`config.mk`:
```
export PLATFORM = sky130hd
export DESIGN_NAME = msgpass_rd_addr_sched
export DESIGN_NICKNAME = d
export VERILOG_FILES = /design/src/rtl/msgpass_rd_addr_sched.sv
export SDC_FILE = /design/constraint.sdc
export NUM_CORES = 1
export LEC_CHECK = 0
export BUFFER_PORTS_ARGS = -buffer_cell sky130_fd_sc_hd__buf_2
export CORE_ASPECT_RATIO = 1.1
export CORE_UTILIZATION = 45
export DETAILED_ROUTE_END_ITERATION = 7
export SLEW_MARGIN = 0
export SYNTH_ARGS = -nofsm -noshare
export SYNTH_HDL_FRONTEND = slang
export SYNTH_SLANG_ARGS = --single-unit
export TNS_END_PERCENT = 1
```
`constraint.sdc`:
```
create_clock -name sys_clk -period 6.7 [get_ports sys_clk]
set_clock_uncertainty 0.15 [all_clocks]
set_input_delay 1.005 -clock sys_clk [delete_from_list [all_inputs] [get_ports sys_clk]]
set_output_delay 1.005 -clock sys_clk [all_outputs]
set_load 0.02 [all_outputs]
```
`src/rtl/msgpass_rd_addr_sched.sv`:
```
// Read-address scheduler for the LDPC message-pass buffer.
// Walks iterations (outer), layers (middle) and rows (inner), emitting
// table[layer] + row per address over a valid/ready handshake.
// Optional build macro: MSGPASS_SCHED_STALL_CNT_EN adds stall_cnt_o, a
// saturating count of RUN cycles where an address waited on the consumer.
//
// Handshake: an address is transferred on a rising edge where
// addr_valid_o=1 and addr_ready_i=1. While valid is high and ready is low,
// address, layer_id_o and layer_last_o are held. addr_ready_i is don't-care
// while valid is low.
module msgpass_rd_addr_sched #(
    parameter int ADDR_WIDTH = 8,
    parameter int BASE_NUM   = 4,
    parameter int ROW_NUM    = 8,
    parameter int ITER_WIDTH = 4,
    localparam int SEL_W     = (BASE_NUM > 1) ? $clog2(BASE_NUM) : 1
) (
    input  logic                  sys_clk,
    input  logic                  rst,
    input  logic                  cfg_we_i,
    input  logic [SEL_W-1:0]      cfg_sel_i,
    input  logic [ADDR_WIDTH-1:0] cfg_baseAddr_i,
    input  logic                  start_i,
    input  logic [ITER_WIDTH-1:0] iter_num_i,
    output logic [ADDR_WIDTH-1:0] msgPass_rdAddr_o,
    output logic                  addr_valid_o,
    input  logic                  addr_ready_i,
    output logic [SEL_W-1:0]      layer_id_o,
    output logic                  layer_last_o,
    output logic                  busy_o,
    output logic                  done_o,
    output logic [1:0]            state_dbg_o
`ifdef MSGPASS_SCHED_STALL_CNT_EN
    ,
    output logic [15:0]           stall_cnt_o
`endif
);

    localparam int ROW_W = (ROW_NUM > 1) ? $clog2(ROW_NUM) : 1;
    localparam logic [ROW_W-1:0] ROW_LAST   = ROW_W'(ROW_NUM - 1);
    localparam logic [SEL_W-1:0] LAYER_LAST = SEL_W'(BASE_NUM - 1);

    typedef enum logic [1:0] {
        IDLE = 2'd0,
        PREP = 2'd1,
        RUN  = 2'd2,
        DONE = 2'd3
    } state_t;

    state_t                state_q, state_d;
    logic [ADDR_WIDTH-1:0] table_q [BASE_NUM];
    logic [ITER_WIDTH-1:0] iter_lim_q, iter_lim_d;
    logic [ITER_WIDTH-1:0] iter_cnt_q, iter_cnt_d;
    logic [SEL_W-1:0]      layer_cnt_q, layer_cnt_d;
    logic [ROW_W-1:0]      row_cnt_q, row_cnt_d;
    logic [ADDR_WIDTH-1:0] addr_q, addr_d;
    logic [SEL_W-1:0]      layer_q, layer_d;
    logic                  last_q, last_d;
    logic                  valid_q, valid_d;
    logic                  busy_q, busy_d;
    logic                  done_q, done_d;

    logic accept;
    logic row_wrap;
    logic layer_wrap;
    logic iter_wrap;
    logic final_acc;

    assign accept     = (state_q == RUN) && valid_q && addr_ready_i;
    assign row_wrap   = (row_cnt_q == ROW_LAST);
    assign layer_wrap = (layer_cnt_q == LAYER_LAST);
    assign iter_wrap  = (iter_cnt_q == (iter_lim_q - ITER_WIDTH'(1)));
    assign final_acc  = accept && row_wrap && layer_wrap && iter_wrap;

    // State, counters, output registers and the base table.
    always_ff @(posedge sys_clk) begin
        if (rst) begin
            state_q     <= IDLE;
            iter_lim_q  <= '0;
            iter_cnt_q  <= '0;
            layer_cnt_q <= '0;
            row_cnt_q   <= '0;
            addr_q      <= '0;
            layer_q     <= '0;
            last_q      <= 1'b0;
            valid_q     <= 1'b0;
            busy_q      <= 1'b0;
            done_q      <= 1'b0;
            for (int i = 0; i < BASE_NUM; i++) begin
                table_q[i] <= '0;
            end
        end else begin
            state_q     <= state_d;
            iter_lim_q  <= iter_lim_d;
            iter_cnt_q  <= iter_cnt_d;
            layer_cnt_q <= layer_cnt_d;
            row_cnt_q   <= row_cnt_d;
            addr_q      <= addr_d;
            layer_q     <= layer_d;
            last_q      <= last_d;
            valid_q     <= valid_d;
            busy_q      <= busy_d;
            done_q      <= done_d;
            // Out-of-range selects match no entry and are dropped.
            if (state_q == IDLE && cfg_we_i) begin
                for (int i = 0; i < BASE_NUM; i++) begin
                    if (cfg_sel_i == SEL_W'(i)) begin
                        table_q[i] <= cfg_baseAddr_i;
                    end
                end
            end
        end
    end

    // Next-state and loop-counter logic.
    always_comb begin
        state_d     = state_q;
        iter_lim_d  = iter_lim_q;
        iter_cnt_d  = iter_cnt_q;
        layer_cnt_d = layer_cnt_q;
        row_cnt_d   = row_cnt_q;
        case (state_q)
            IDLE: begin
                if (start_i) begin
                    state_d     = PREP;
                    iter_lim_d  = (iter_num_i == '0) ? ITER_WIDTH'(1) : iter_num_i;
                    iter_cnt_d  = '0;
                    layer_cnt_d = '0;
                    row_cnt_d   = '0;
                end
            end
            PREP: state_d = RUN;
            RUN: begin
                if (accept) begin
                    row_cnt_d = row_wrap ? '0 : row_cnt_q + ROW_W'(1);
                    if (row_wrap) begin
                        layer_cnt_d = layer_wrap ? '0 : layer_cnt_q + SEL_W'(1);
                        if (layer_wrap) begin
                            iter_cnt_d = iter_cnt_q + ITER_WIDTH'(1);
                        end
                    end
                    if (final_acc) begin
                        state_d = DONE;
                    end
                end
            end
            DONE:    state_d = IDLE;
            default: state_d = IDLE;
        endcase
    end

    // Registered outputs: the next address is computed from the next counters.
    always_comb begin
        addr_d  = addr_q;
        layer_d = layer_q;
        last_d  = last_q;
        valid_d = 1'b0;
        busy_d  = 1'b0;
        done_d  = 1'b0;
        case (state_q)
            IDLE: busy_d = start_i;
            PREP: begin
                busy_d  = 1'b1;
                valid_d = 1'b1;
                addr_d  = table_q[layer_cnt_q] + ADDR_WIDTH'(row_cnt_q);
                layer_d = layer_cnt_q;
                last_d  = (row_cnt_q == ROW_LAST);
            end
            RUN: begin
                busy_d  = 1'b1;
                valid_d = 1'b1;
                if (final_acc) begin
                    busy_d  = 1'b0;
                    valid_d = 1'b0;
                    done_d  = 1'b1;
                end else if (accept) begin
                    addr_d  = table_q[layer_cnt_d] + ADDR_WIDTH'(row_cnt_d);
                    layer_d = layer_cnt_d;
                    last_d  = (row_cnt_d == ROW_LAST);
                end
            end
            default: ;
        endcase
    end

    assign msgPass_rdAddr_o = addr_q;
    assign addr_valid_o     = valid_q;
    assign layer_id_o       = layer_q;
    assign layer_last_o     = last_q;
    assign busy_o           = busy_q;
    assign done_o           = done_q;
    assign state_dbg_o      = state_q;

`ifdef MSGPASS_SCHED_STALL_CNT_EN
    logic [15:0] stall_cnt_q, stall_cnt_d;

    // Saturating count of RUN cycles where the presented address was not taken.
    always_comb begin
        stall_cnt_d = stall_cnt_q;
        if (state_q == IDLE && start_i) begin
            stall_cnt_d = '0;
        end else if (state_q == RUN && valid_q && !addr_ready_i && stall_cnt_q != 16'hFFFF) begin
            stall_cnt_d = stall_cnt_q + 16'd1;
        end
    end

    // Stall counter register.
    always_ff @(posedge sys_clk) begin
        if (rst) begin
            stall_cnt_q <= '0;
        end else begin
            stall_cnt_q <= stall_cnt_d;
        end
    end

    assign stall_cnt_o = stall_cnt_q;
`endif

endmodule

```
==> flow_summary.yaml <==
run_status:
  status: "finished, final reports clean"
route:
  post_drt_wl_per_cell_um: 16.3
  first_iter_violations: 180
  viasPerCell: 5.52
  antenna_left: 0
  first_pass_iters: 4
  vias: 2848
  drcViolationCount: 0
  drt_wl_total_um: 8400
placed_design:
  gp_congestion: 0.832
  place_worst_setup_slack_ns: 2.22
  io_buffer_count: 34
  hpwl_um: 6190
floorplan:
  coreArea_um2: 7960
  pin_count: 35
  die_x_um: 88.8
  dieArea_um2: 8650
  fp-row-count: 34
  start_util_pct: 46.8
  die_y_um: 97.4
logic_synthesis:
  syn_nets: 409
  synth_area_um2: 3730
  syn_avg_cell_area_um2: 9.99
  synthArstFlopShare_pct: 0
  synth-seq-area-share_pct: 41.4
  synth_seq_cells: 61
  synthCells: 373
  synthFlopType: "edfxtp_1"
  synthTopCellsByArea: "edfxtp_1 26%, dfxtp_1 16%, mux2i_1 5.6%"
  synth_edf_count: 32
  yosysTopAreaCellShare_pct: 25.8
  synth_cell_types: 49
  synth_top_area_cell: "edfxtp_1"
  yosys_warnings: 0
clock_tree:
  ctsLongestPathBuffers: 2
  clkTransAtPathRegs_ns: 0.08
  cts_tree: "yes"
  post_cts_buffers: 0
  ctsHoldBuffers: 0
  root_buffer: "clkbuf_8"
  clk-insertion-delay-late_ns: 0.34
  numCtsBuffers: 9
  cts_resized: 0
  htreeDepth: 3
  cts.sinks: 61
sta:
  slew_viol_final: 0
  worstMarginPinSlew_ns: 0.967
  period_needed_ns: 4.41
  setup_viol: 0
  fmax_mhz: 227
  layout_setup_ws_ns: 2.29
  fin_setup_tns_ns: 0
  fin_crit_sh_pct: 65.8
  slew-limit-headroom_pct: 35.4
  rsz0062_at_grt: "false"
  hold_viol_final: 0
worst_setup_path:
  worstPathArrival_ns: 4.48
  cp_max_fo: 12
  crit_type: "reg2reg"
  rrSetupSlack_ns: 2.29
  cp.required_ns: 6.77
  crit_path_end_kind: "flip-flop"
  crit_path_start_kind: "flip-flop"
cells_and_area:
  seq_area_um2: 1540
  final_util_pct: 52.4
  fillerInstances: 755
  antennaDiodeCount: 0
  layout-drive-gt1-share_pct: 17.2
  multi_input_area_um2: 2040
  nNetsFinal: 439
  syn_to_final_growth_pct: 11.8
global_routing:
  grt_pass1_vias: 2808
  grt_overflow: 0
  antenna_found_initial: 0
  grt_pass1_wl_um: 13800
  grt.total_usage_pct: 21.2
  grt_max_degree: 39
power:
  leakage_nw: 1.68
  total_power_w: 0.00124
  ir_drop_uv: 128
  powerDensity_nw_per_um2: 297
worst_hold_path:
  worstHoldPathType: "reg2reg"
flow_run:
  cap_violations: 0
-- stage by stage --
stage | hold WS (ns) | area, um2 | std cells
floorplan | 0.299 | 3730 | 373
global placement | 0.308 | 3950 | 500
detailed placement | 0.320 | 3950 | 500
CTS | 0.338 | 4170 | 516
global route | 0.367 | 4170 | 516
finish | 0.335 | 4170 | 516
-- registers in the layout, summed over array words and instances, names as in the netlist --
name              flops
addr_valid_o          1
busy_o                1
done_o                1
iter_cnt_q            4
iter_lim_q            4
layer_cnt_q           2
layer_id_o            2
layer_last_o          1
msgPass_rdAddr_o      8
row_cnt_q             3
state_dbg_o           2
table_q              32
-- worst paths after layout --
path,startpoint,endpoint,cells after the start
setup / recovery,state_dbg_o[0]$_SDFFE_PP0P_,msgPass_rdAddr_o[5]$_SDFFE_PP0P_,13
hold / removal,iter_lim_q[3]$_SDFFE_PP0P_,iter_lim_q[3]$_SDFFE_PP0P_,2
setup reg to reg,state_dbg_o[0]$_SDFFE_PP0P_,msgPass_rdAddr_o[5]$_SDFFE_PP0P_,13
hold reg to reg,iter_lim_q[3]$_SDFFE_PP0P_,iter_lim_q[3]$_SDFFE_PP0P_,2
-- power breakdown --
group	internal (W)	total [W]	leakage, nW	switching (W)
registers	0.000453	0.000493	0.570	0.0000403
logic	0.000138	0.000384	1.01	0.000247
clock network	0.000207	0.000359	0.107	0.000151
-- synth_stat cells, types with 2 or more instances --
library cell	n
xor2_1	7
buf_1	3
ha_1	15
dfxtp_1	29
a21oi_1	20
or2_2	4
nand3_1	13
o32ai_1	2
nand3b_1	2
nand2_1	30
nand4_1	4
a21o_1	4
and2_1	33
clkbuf_1	6
xnor2_1	9
mux4_2	8
edfxtp_1	32
buf_6	3
nor2_1	25
fa_1	2
inv_1	15
o21bai_1	5
nor2b_1	5
a311oi_1	3
a211oi_1	9
a211o_1	4
nand2b_1	3
nor3_1	14
o21ai_0	14
o31a_1	2
buf_2	4
a31oi_1	2
and3_1	6
mux2i_1	21
-- cells by family after synthesis --
family                     Yosys count  synth area share [%]
AOI/OAI and AO/OA                   70                  12.8
xor gates and xnor gates            16                  3.76
muxes                               32                  11.8
buffers and inverters               31                  3.86
adders and majority gates           17                  6.11
DFF                                 61                  41.4
and+or+nand+nor                    146                  20.3
-- layer usage --
metal  routed length (um)  part of all wire (%)  GRT usage (%)  vias to the layer above
li1                     -                     -              -                     1414
met5                    0                     0              0                        -
met3                  253                   3.0           4.67                       13
met2                 4280                    51           35.3                       55
met1                 3730                    44           26.9                     1366
met4                  146                   1.7           7.07                        0
-- cell type report --
| cell class | instances | share of cell area [%] |
|---|---|---|
| clock buffers | 9 | 2.97 |
| clock inverters | 7 | 2.16 |
| inverters | 15 | 1.35 |
| multi-input cells | 281 | 49.0 |
| flip-flops and latches | 61 | 37.0 |
| well taps | 108 | 3.24 |
| repair buffers | 35 | 4.27 |
-- layout by cell type, fill, tap and decap left out, drive strengths merged, types with 15 or more instances in the layout --
| cell type | n |
|---|---|
| buf | 35 |
| and2 | 34 |
| edfxtp | 32 |
| nand2 | 32 |
| dfxtp | 29 |
| nor2 | 25 |
| mux2i | 22 |
| a21oi | 20 |
| inv | 15 |
| ha | 15 |
-- worst max-delay path, cell delays in order (launching register included) --
cell     delay, ns
dfxtp_1       0.39
inv_1         0.10
ha_1          0.38
mux2i_4       0.31
a22oi_2       0.29
and2_1        0.56
mux2i_1       0.32
ha_1          0.27
a21o_1        0.18
a21oi_1       0.34
nor3_1        0.12
o32ai_1       0.49
xor2_1        0.14
o31a_1        0.25
Note: power is estimated with default switching activity, not from simulation.
